**src/rtl/lr4_entry_disp.sv**
```systemverilog
// Hex digit entry buffer with delete/replace/clear editing and a strobe-driven
// multiplexed 7-segment scan. Digit 0 (the newest entry) is held in the low nibble of VALUE.
module lr4_entry_disp #(
  parameter int DIGITS    = 8,
  parameter int DAT_W     = 4,
  parameter bit FULL_MODE = 1'b0,
  parameter bit BLANK_EN  = 1'b1,
  localparam int CNT_W    = $clog2(DIGITS + 1)
) (
  input  logic                    CLK,
  input  logic                    RST,
  input  logic                    ENT_CE,
  input  logic                    DEL_CE,
  input  logic                    CLR_CE,
  input  logic                    DISP_CE,
  input  logic [DAT_W-1:0]        DAT_I,
  output logic [6:0]              CAT,
  output logic [DIGITS-1:0]       AN,
  output logic [DIGITS*DAT_W-1:0] VALUE,
  output logic [CNT_W-1:0]        COUNT,
  output logic                    FULL
);

  localparam int IDX_W = (DIGITS > 1) ? $clog2(DIGITS) : 1;
  localparam int VAL_W = DIGITS * DAT_W;

  logic [VAL_W-1:0]  r_value;
  logic [CNT_W-1:0]  r_count;
  logic              r_full;
  logic [IDX_W-1:0]  r_idx;
  logic              r_scan_on;
  logic [DIGITS-1:0] r_an;
  logic [6:0]        r_cat;

  logic [VAL_W-1:0]  w_value_nxt;
  logic [CNT_W-1:0]  w_count_nxt;
  logic [IDX_W-1:0]  w_idx_nxt;
  logic [DAT_W-1:0]  w_digit;
  logic              w_blank;

  function automatic logic [6:0] seg7(input logic [3:0] d);
    case (d)
      4'h0:    seg7 = 7'b1000000;
      4'h1:    seg7 = 7'b1111001;
      4'h2:    seg7 = 7'b0100100;
      4'h3:    seg7 = 7'b0110000;
      4'h4:    seg7 = 7'b0011001;
      4'h5:    seg7 = 7'b0010010;
      4'h6:    seg7 = 7'b0000010;
      4'h7:    seg7 = 7'b1111000;
      4'h8:    seg7 = 7'b0000000;
      4'h9:    seg7 = 7'b0010000;
      4'hA:    seg7 = 7'b0001000;
      4'hB:    seg7 = 7'b0000011;
      4'hC:    seg7 = 7'b1000110;
      4'hD:    seg7 = 7'b0100001;
      4'hE:    seg7 = 7'b0000110;
      4'hF:    seg7 = 7'b0001110;
      default: seg7 = 7'h7F;
    endcase
  endfunction

  // Edit priority: clear, then replace, then enter, then delete.
  always_comb begin
    w_value_nxt = r_value;
    w_count_nxt = r_count;
    if (CLR_CE) begin
      w_value_nxt = '0;
      w_count_nxt = '0;
    end else if (ENT_CE && DEL_CE && (r_count != '0)) begin
      w_value_nxt = {r_value[VAL_W-1:DAT_W], DAT_I};
    end else if (ENT_CE) begin
      if (!r_full) begin
        w_value_nxt = {r_value[VAL_W-DAT_W-1:0], DAT_I};
        w_count_nxt = r_count + CNT_W'(1);
      end else if (FULL_MODE) begin
        w_value_nxt = {r_value[VAL_W-DAT_W-1:0], DAT_I};
      end else begin
        w_value_nxt = r_value;
      end
    end else if (DEL_CE && (r_count != '0)) begin
      w_value_nxt = {{DAT_W{1'b0}}, r_value[VAL_W-1:DAT_W]};
      w_count_nxt = r_count - CNT_W'(1);
    end else begin
      w_count_nxt = r_count;
    end
  end

  // The first strobe after reset lands on digit 0 rather than digit 1.
  always_comb begin
    w_idx_nxt = '0;
    if (!r_scan_on) begin
      w_idx_nxt = '0;
    end else if (r_idx == IDX_W'(DIGITS - 1)) begin
      w_idx_nxt = '0;
    end else begin
      w_idx_nxt = r_idx + IDX_W'(1);
    end
  end

  assign w_digit = r_value[w_idx_nxt*DAT_W +: DAT_W];
  assign w_blank = BLANK_EN && (CNT_W'(w_idx_nxt) >= r_count);

  always_ff @(posedge CLK) begin
    if (RST) begin
      r_value <= '0;
      r_count <= '0;
      r_full  <= 1'b0;
    end else begin
      r_value <= w_value_nxt;
      r_count <= w_count_nxt;
      r_full  <= (w_count_nxt == CNT_W'(DIGITS));
    end
  end

  // Scan registers see the pre-edit buffer, so an edit shows on the next visit.
  always_ff @(posedge CLK) begin
    if (RST) begin
      r_idx     <= '0;
      r_scan_on <= 1'b0;
      r_an      <= '1;
      r_cat     <= 7'h7F;
    end else if (DISP_CE) begin
      r_idx     <= w_idx_nxt;
      r_scan_on <= 1'b1;
      r_an      <= ~(DIGITS'(1) << w_idx_nxt);
      r_cat     <= w_blank ? 7'h7F : seg7(w_digit);
    end else begin
      r_idx     <= r_idx;
      r_scan_on <= r_scan_on;
      r_an      <= r_an;
      r_cat     <= r_cat;
    end
  end

  assign VALUE = r_value;
  assign COUNT = r_count;
  assign FULL  = r_full;
  assign AN    = r_an;
  assign CAT   = r_cat;

endmodule

```
**config.mk**
```make
export PLATFORM = sky130hd
export DESIGN_NAME = lr4_entry_disp
export DESIGN_NICKNAME = d
export VERILOG_FILES = /design/src/rtl/lr4_entry_disp.sv
export SDC_FILE = /design/constraint.sdc
export NUM_CORES = 1
export LEC_CHECK = 0
export ABC_AREA = 1
export CORE_ASPECT_RATIO = 1.1
export CORE_UTILIZATION = 56
export CTS_CLUSTER_DIAMETER = 40
export CTS_CLUSTER_SIZE = 8
export DETAILED_ROUTE_END_ITERATION = 7
export HOLD_SLACK_MARGIN = 0.1
export PLACE_DENSITY = 0.84
export SLEW_MARGIN = 20
export SYNTH_ARGS = -nofsm -noshare
export SYNTH_HDL_FRONTEND = slang
export SYNTH_SLANG_ARGS = --single-unit
```
**constraint.sdc**
```tcl
create_clock -name CLK -period 3.8 [get_ports CLK]
set_input_delay 0.76 -clock CLK [delete_from_list [all_inputs] [get_ports CLK]]
set_output_delay 0.76 -clock CLK [all_outputs]
set_load 0.03 [all_outputs]
```
Yosys cells after proc, flatten, opt, wreduce, memory -nomap -nowiden
Memory sizes are Yosys's and may differ from the RTL's.
Index checks and enable logic that the tools add are counted.
{"block": "op_classes", "order_cmp": 1, "n_shift": 2, "reduce_logical": 9, "muxes": 12, "add_sub_neg": 3, "eq_ne": 4, "bitwise_logic": 2}
{"operator": "$mux 32", "n": 3}
{"operator": "$shiftx 32x6->4", "n": 1}
{"operator": "$mux 4", "n": 6}
{"operator": "$not 8->8", "n": 1}
{"operator": "$shl 1x3->8 const A", "n": 1}
{"operator": "$mux 7", "n": 1}
{"operator": "$mux 3", "n": 2}
{"operator": "$add 4x1->4 const B", "n": 1}
{"operator": "$eq 4x4->1 const B", "n": 1}
{"operator": "$ge 3x4->1", "n": 1}
{"operator": "$reduce_bool 4->1", "n": 1}
{"operator": "$sub 4x1->4 const B", "n": 1}
{"operator": "$add 3x1->3 const B", "n": 1}
{"operator": "$eq 3x3->1 const B", "n": 1}
{"operator": "$logic_and 1x1->1", "n": 3}
{"operator": "$ne 3x2->1 const B", "n": 1}
{"operator": "$reduce_and 3->1", "n": 1}
{"operator": "$reduce_bool 3->1", "n": 1}
{"operator": "$ne 2x2->1 const B", "n": 1}
{"operator": "$reduce_and 2->1", "n": 1}
{"operator": "$reduce_bool 2->1", "n": 1}
{"operator": "$reduce_or 2->1", "n": 1}
{"operator": "$not 1->1", "n": 1}
{"block": "totals", "romBits": 112, "mem_count": 1, "regBits": 56}
{"name": "(no name shown)", "words": 16, "word_bits": 7, "rd": 1, "rd_ports_with_merged_regs": 0, "write_ports": 0, "line_no": "42", "rtl": "case (d)"}

Logic depth before layout (Yosys ltp)
Gate-level depths: netlist of run 1.
{"block": "logic_depth", "ltp_word": 7, "mapped_depth": 18, "ltp_nobuf": 17}

Least setup slack after synthesis of run 1
OpenSTA, ideal clock, no wires.
{"block": "synth_timing", "path_type": "reg-to-reg", "from": "register r_idx[0]", "to": "register r_cat[5] (netlist: CAT[5])", "path_stages_with_launch": 19, "slack_ns": 1.545, "n_path_buf": 1, "t_arrival_ns": 2.141, "required_ns": 3.685, "period_less_slack_ns": 2.255, "path_cell_list": "dfxtp_1 -> ha_1 -> ha_1 -> nor2_4 -> nand2_4 -> buf_6 -> nand2_1 -> nand2_1 -> nand2_1 -> nand3_1 -> nand2_1 -> inv_1 -> ha_1 -> nand3_1 -> nand2_1 -> nand2_1 -> nand3_1 -> nand2_1 -> nand2_1"}
{"block": "synth_via", "elab_chain_cells": 6, "word_cells_on_any_way": 8, "classes_between": "add/sub (1); order compare (1); eq/ne (1); shift (1); mux (3); memory (1)"}
{"element": "start, declared", "line_no": "30", "rtl": "logic [IDX_W-1:0] r_idx;"}
{"element": "start signal, assigned", "line_no": "124", "rtl": "r_idx <= w_idx_nxt;"}
{"element": "start signal, assigned", "line_no": "129", "rtl": "r_idx <= r_idx;"}
{"element": "$add 3x1->3 or $eq 3x3->1 (tied branches)", "line_no": "97, 94"}
{"element": "$mux 3 *", "line_no": "94", "rtl": "end else if (r_idx == IDX_W'(DIGITS - 1)) begin"}
{"element": "$mux 3 *", "line_no": "92", "rtl": "if (!r_scan_on) begin"}
{"element": "$shiftx 32x6->4", "line_no": "101", "rtl": "assign w_digit = r_value[w_idx_nxt*DAT_W +: DAT_W];"}
{"element": "$mem_v2 16x7"}
{"element": "$mux 7 *", "line_no": "127", "rtl": "r_cat <= w_blank ? 7'h7F : seg7(w_digit);"}
{"element": "end signal, assigned", "line_no": "127"}
{"element": "end signal, assigned", "line_no": "132", "rtl": "r_cat <= r_cat;"}
{"element": "end, declared", "line_no": "33", "rtl": "logic [6:0] r_cat;"}
Every way passes the cells marked *; elsewhere a longest branch is shown, timed or not.
A chain may end at the register's enable or synchronous reset.

Final worst setup path of run 1
{"block": "layout_timing", "from": "register r_idx[0]", "to": "register r_cat[3] (netlist: CAT[3])"}
Same word-level chain as after synthesis.

==> impl_metrics.tcl, run 1 <==
set metrics [dict create \
    synth-compound-area-share_pct 15.1 \
    h-tree-depth 2 \
    r2r-start "r_idx[0]" \
    drtPass1Iterations 6 \
    fin_cells 591 \
    r2r-end "CAT[3]" \
    ys_seq_area_share_pct 35.2 \
    endpoint_kind "register" \
    critPathTopFamily "simple AND/OR/NAND/NOR gates" \
    worstMarginPinSlew_ns 0.653 \
    cts_hold_buf 0 \
    path_cells "ha_1, ha_1, nor2_4, nand2_4, nand2_1, o21ai_1, nand2_1, nand3_1, nand2_1, inv_1, ha_1, nand3_1, nand2_1, nand2_1, nand3_1, nand2_1, nand2_1" \
    hold_violations 0 \
    period_needed_ns 2.88 \
    rsz0062_at_grt "no" \
    port_buffers 61 \
    grt_max_degree 52 \
    mostFrequentLayoutCells "nand2_1 (147), clkdlybuf4s50_1 (61), nand3_1 (59)" \
    gp_congestion 0.898 \
    reg2reg_slack_ns 0.92 \
    fin_tns_setup_ns 0 \
    path_buf_inv 1 \
    synth_seq_cells 56 \
    setup_viol 0 \
    synth_area_leaders "dfxtp_1 (35%), nand2_1 (17%), nand3_1 (9.3%)" \
    cp.required_ns 4.01 \
    groute.usage.overall_pct 27.6 \
    cts_sinks 56 \
    hpwlAfterDp_mm 5.66 \
    syn_nets 490 \
    hold_slack_ns 0.475 \
    die_h_um 81.1 \
    antenna_found_initial 0 \
    synth_warnings 0 \
    nets 538 \
    yosysTopAreaCellShare_pct 35.2 \
    min-delay-path-class "reg2reg" \
    area_delta_synth_final_pct 22.3 \
    cp.arrival_ns 3.09 \
    cp.depth 17 \
    relSlewSlack_pct 56.4 \
    rows 28 \
    drive_above_1_share_pct 7.36 \
    cts_resized 0 \
    rr_worst_depth 17 \
    utilization_pct 71.8 \
    power.leakage_uw 0.00156 \
    wl_per_cell_um 13.9 \
    drtIter0Drc 227 \
    layout_commonest_cell "nand2_1" \
    io_pins 62 \
    fin_crit_sh_pct 75.8 \
    die-width_um 73.9 \
    synth_mux_area_share_pct 0 \
    cts_tree "yes" \
    max_freq_ghz 0.347 \
    drc 0 \
    grt_remaining_overflow 0 \
    synth.largest_area_cell "dfxtp_1" \
    synth_top_family_by_area "simple AND/OR/NAND/NOR gates" \
    critPathMostFrequentCell "nand2_1" \
    clock_path_buffers 2 \
    grt_pass1_wl_mm 13.2 \
    wirelength_mm 8.21 \
    hp-start "CAT[0]" \
    core-area_um2 5430 \
    p_per_area_nw_per_um2 344 \
    netlist_area_um2 3190 \
    synth-simple-area-share_pct 36.7 \
    crit_type "reg2reg" \
    slowest_delay_ns 0.36 \
    grt_pass1_vias 2907 \
    antenna_cells 0 \
    synth_fa_ha_area_share_pct 5.10 \
    synthCells 467 \
    synth_area_per_cell_um2 6.83 \
    crit_start "r_idx[0]" \
    path_clk_slew_ns 0.10 \
    antenna_left 0 \
    die_area_um2 6000 \
    crit_slowest_cell "dfxtp_1" \
    drv_slew 0 \
    skew_ns 0.0105 \
    vdd_drop_max_mv 0.228 \
    root_buffer "clkbuf_8" \
    maxCapViolCount 0 \
    start_kind "register" \
    synth_xor_area_share_pct 0 \
    clk_latency_ns 0.31 \
    status "finished, final reports clean" \
    crit_fanout 26 \
    yosysUniqueCellTypes 26 \
    initial_core_util_pct 58.7 \
    vias 3363 \
    dp.cells 583 \
    worstSetupEndpoint "CAT[3]" \
    postCtsSetupRepairBufs 0 \
    via_per_inst 5.69 \
    numCtsBuffers 5 \
]
==> cell usage after synthesis (all sizes together) <==
cell,instances
nand4,7
a31oi,28
and2,2
buf,13
inv,31
a21oi,17
nand2,156
nor2,21
dfxtp,56
nand3,65
o22ai,1
nand3b,1
o21ai,43
ha,13
clkinv,1
clkbuf,12
==> tightest hold or removal path, stage by stage, from the launching register on <==
cell and delay, ns:
dfxtp_1 0.34, a21oi_1 0.06, nand2_1 0.05
==> routing by layer <==
| metal | track usage (%) | vias up | wire [um] |
|---|---|---|---|
| li1 | - | 1660 | - |
| met1 | 35.4 | 1523 | 3500 |
| met2 | 47.1 | 172 | 3970 |
| met3 | 5.09 | 8 | 668 |
| met4 | 7.50 | 0 | 65 |
| met5 | 0 | - | 0 |
==> where the power goes <==
| part | internal, uW | switching (uW) |
|---|---|---|
| clock network | 148 | 195 |
| registers | 617 | 33.6 |
| logic | 122 | 225 |
| total | 887 | 454 |
==> metrics by stage <==
step | cell area (um^2) | setup slack, ns | total power (uW)
global placement | 3800 | 1.03 | 999
finish | 3900 | 0.918 | 1340
detailed placement | 3800 | 0.978 | 1010
global route | 3900 | 0.674 | 1410
floorplan | 3190 | 1.54 | 899
CTS | 3900 | 0.959 | 1340
==> worst min-delay path by stage <==
stage	to	depth (start not counted)	slack (ns)
3_5_place_dp	CAT[0]	2	0.45
4_1_cts	CAT[6]	2	0.48
5_1_grt	AN[2]	2	0.50
2_1_floorplan	r_idx[2]	2	0.45
3_3_place_gp	CAT[5]	2	0.45
6_report	CAT[0]	2	0.47
==> kinds of logic (layout without fill, tap and decap cells) <==
family,after synthesis,after routing
simple gates,252,252
compound gates,89,89
flops,56,56
buf+inv,57,106
fa+ha+maj,13,13
==> registers in the layout, indices dropped and copies added, names as in the netlist <==
signal / flops
FULL: 1
r_idx: 3
AN: 8
CAT: 7
COUNT: 4
VALUE: 32
r_scan_on: 1
==> layout make-up <==
type	count	area, um^2
timing repair buffer	66	648
inverter	32	121
fill	463	1530
sequential	56	1120
multi-input combinational	354	1820
clock inverter	2	15.0
clock buffer	6	82.6
tap	75	93.8
(Power assumes the default switching activity.)
==> run 2, diff against run 1 <==
--- a/config.mk
+++ b/config.mk
@@ -7,12 +7,12 @@
 export LEC_CHECK = 0
 export ABC_AREA = 1
 export CORE_ASPECT_RATIO = 1.1
-export CORE_UTILIZATION = 56
+export CORE_UTILIZATION = 52
 export CTS_CLUSTER_DIAMETER = 40
 export CTS_CLUSTER_SIZE = 8
 export DETAILED_ROUTE_END_ITERATION = 7
 export HOLD_SLACK_MARGIN = 0.1
-export PLACE_DENSITY = 0.84
+export PLACE_DENSITY = 0.79
 export SLEW_MARGIN = 20
 export SYNTH_ARGS = -nofsm -noshare
 export SYNTH_HDL_FRONTEND = slang
==> constraint.sdc (replaced) <==
create_clock -name CLK -period 3 [get_ports CLK]
set_input_delay 0.6 -clock CLK [delete_from_list [all_inputs] [get_ports CLK]]
set_output_delay 0.6 -clock CLK [all_outputs]
set_load 0.03 [all_outputs]
==> impl_metrics.tcl, run 2 (same netlist as run 1, synthesis figures left out) <==
set metrics [dict create \
    clk_latency_ns 0.32 \
    grt_max_degree 49 \
    min_delay_path_depth 2 \
    design_area_um2 3910 \
    antenna_left 0 \
    hold_slack_ns 0.475 \
    port_buffers 61 \
    h-tree-depth 2 \
    gp_congestion 0.905 \
    place_area_um2 3820 \
    via_per_inst 5.65 \
    cp.required_ns 3.21 \
    postCtsSetupRepairBufs 0 \
    grt_remaining_overflow 0 \
    min-delay-path-class "reg2reg" \
    antenna_cells 0 \
    r2r-end "CAT[3]" \
    endpoint_kind "register" \
    start_kind "register" \
    relSlewSlack_pct 73.8 \
    skew_ns 0.0146 \
    hold_violations 0 \
    initial_core_util_pct 54.6 \
    path_clk_slew_ns 0.10 \
    r2r-start "r_idx[0]" \
    rows 29 \
    clock_path_buffers 2 \
    rsz0062_at_grt "no" \
    vias 3365 \
    crit_start "r_idx[0]" \
    cts_resized 0 \
    mostFrequentLayoutCells "nand2_1 (147), clkdlybuf4s50_1 (61), nand3_1 (59)" \
    root_buffer "clkbuf_8" \
    status "finished, final reports clean" \
    power.leakage_uw 0.00158 \
    total_power_uw 1690 \
    grt_pass1_vias 3002 \
    wl_per_cell_um 13.8 \
    reg2reg_slack_ns 0.36 \
    setup_viol 0 \
    drtPass1Iterations 5 \
    die-width_um 76.7 \
    drc 0 \
    worstSetupEndpoint "CAT[3]" \
    layout.filler_cells 535 \
    die_h_um 84.1 \
    numCtsBuffers 5 \
    fin_tns_setup_ns 0 \
    antenna_found_initial 0 \
    worstMarginPinSlew_ns 0.393 \
    die_area_um2 6450 \
    fin_cells 596 \
    grt_pass1_wl_mm 13.9 \
    cts_sinks 56 \
    fin_crit_sh_pct 87.9 \
    drtIter0Drc 177 \
    cp.arrival_ns 2.85 \
    crit_fanout 13 \
    nets 541 \
    layout_commonest_cell "nand2_1" \
    largest_reg_flops 32 \
    dp.cells 588 \
    io_pins 62 \
    drive_above_1_share_pct 7.71 \
    rr_worst_depth 14 \
    hpwlAfterDp_mm 5.73 \
    drv_slew 0 \
    cts_hold_buf 0 \
    core-area_um2 5840 \
    period_needed_ns 2.64 \
    vdd_drop_max_mv 0.260 \
    p_per_area_nw_per_um2 431 \
    max_freq_ghz 0.379 \
    area_delta_synth_final_pct 22.7 \
    maxCapViolCount 0 \
    cts_tree "yes" \
    groute.usage.overall_pct 26.2 \
    crit_type "reg2reg" \
    wirelength_mm 8.23 \
]
[run 2: cell count changes in the layout (fill, tap and decap cells not counted)]
cell	change
clkbuf_8	-1
clkinvlp_4	-2
clkinv_2	+1
inv_6	+1
clkbuf_1	+1
buf_4	+3
[run 2: layout make-up]
class	instances	area [um^2]	share of cell area (%)
Sequential cell	56	1120	28.7
Multi-Input combinational cell	354	1820	46.4
Clock inverter	2	13.8	0.352
Tap cell	77	96.3	2.46
Timing Repair Buffer	69	671	17.1
Inverter	32	121	3.10
Clock buffer	6	72.6	1.86
[run 2: how the worst min path moves through the flow]
stage | from | endpoint | slack, ns
final | CAT[6] | CAT[6] | 0.48
after CTS | CAT[0] | CAT[0] | 0.48
after global routing | CAT[5] | CAT[5] | 0.52
after floorplan | r_idx[2] | r_idx[2] | 0.45
after global placement | CAT[0] | CAT[0] | 0.45
after detailed placement | CAT[0] | CAT[0] | 0.45
[run 2: power breakdown]
group          leakage [uW]  switching (uW)  internal [uW]
combinational       0.00108             283            157
clock             0.0000456             255            167
sequential         0.000458            43.2            782
total               0.00158             581           1110
[run 2: layer usage]
metal | vias to the layer above | routed length (um) | global-route usage [%]
met5 | - | 0 | 0
li1 | 1659 | - | -
met3 | 14 | 601 | 3.93
met4 | 0 | 111 | 8.74
met1 | 1556 | 3530 | 34.0
met2 | 136 | 3990 | 44.5
[run 2: critical path, stage by stage, from the launching register on]
cell and delay, ns:
dfxtp_1 0.36, ha_1 0.44, nand2_2 0.31, clkinv_2 0.26, nand2_1 0.12, nand3_1 0.07, nand2_1 0.20, inv_1 0.12
ha_1 0.22, nand3_1 0.13, nand2_1 0.08, nand2_1 0.05, nand3_1 0.07, nand2_1 0.07, nand2_1 0.05
[run 2: per-stage QoR]
step	util, %	setup WS, ns
detailed placement	65.5	0.405
global route	67.0	0.144
global placement	65.5	0.458
CTS	67.0	0.380
floorplan	-	0.745
finish	67.0	0.362
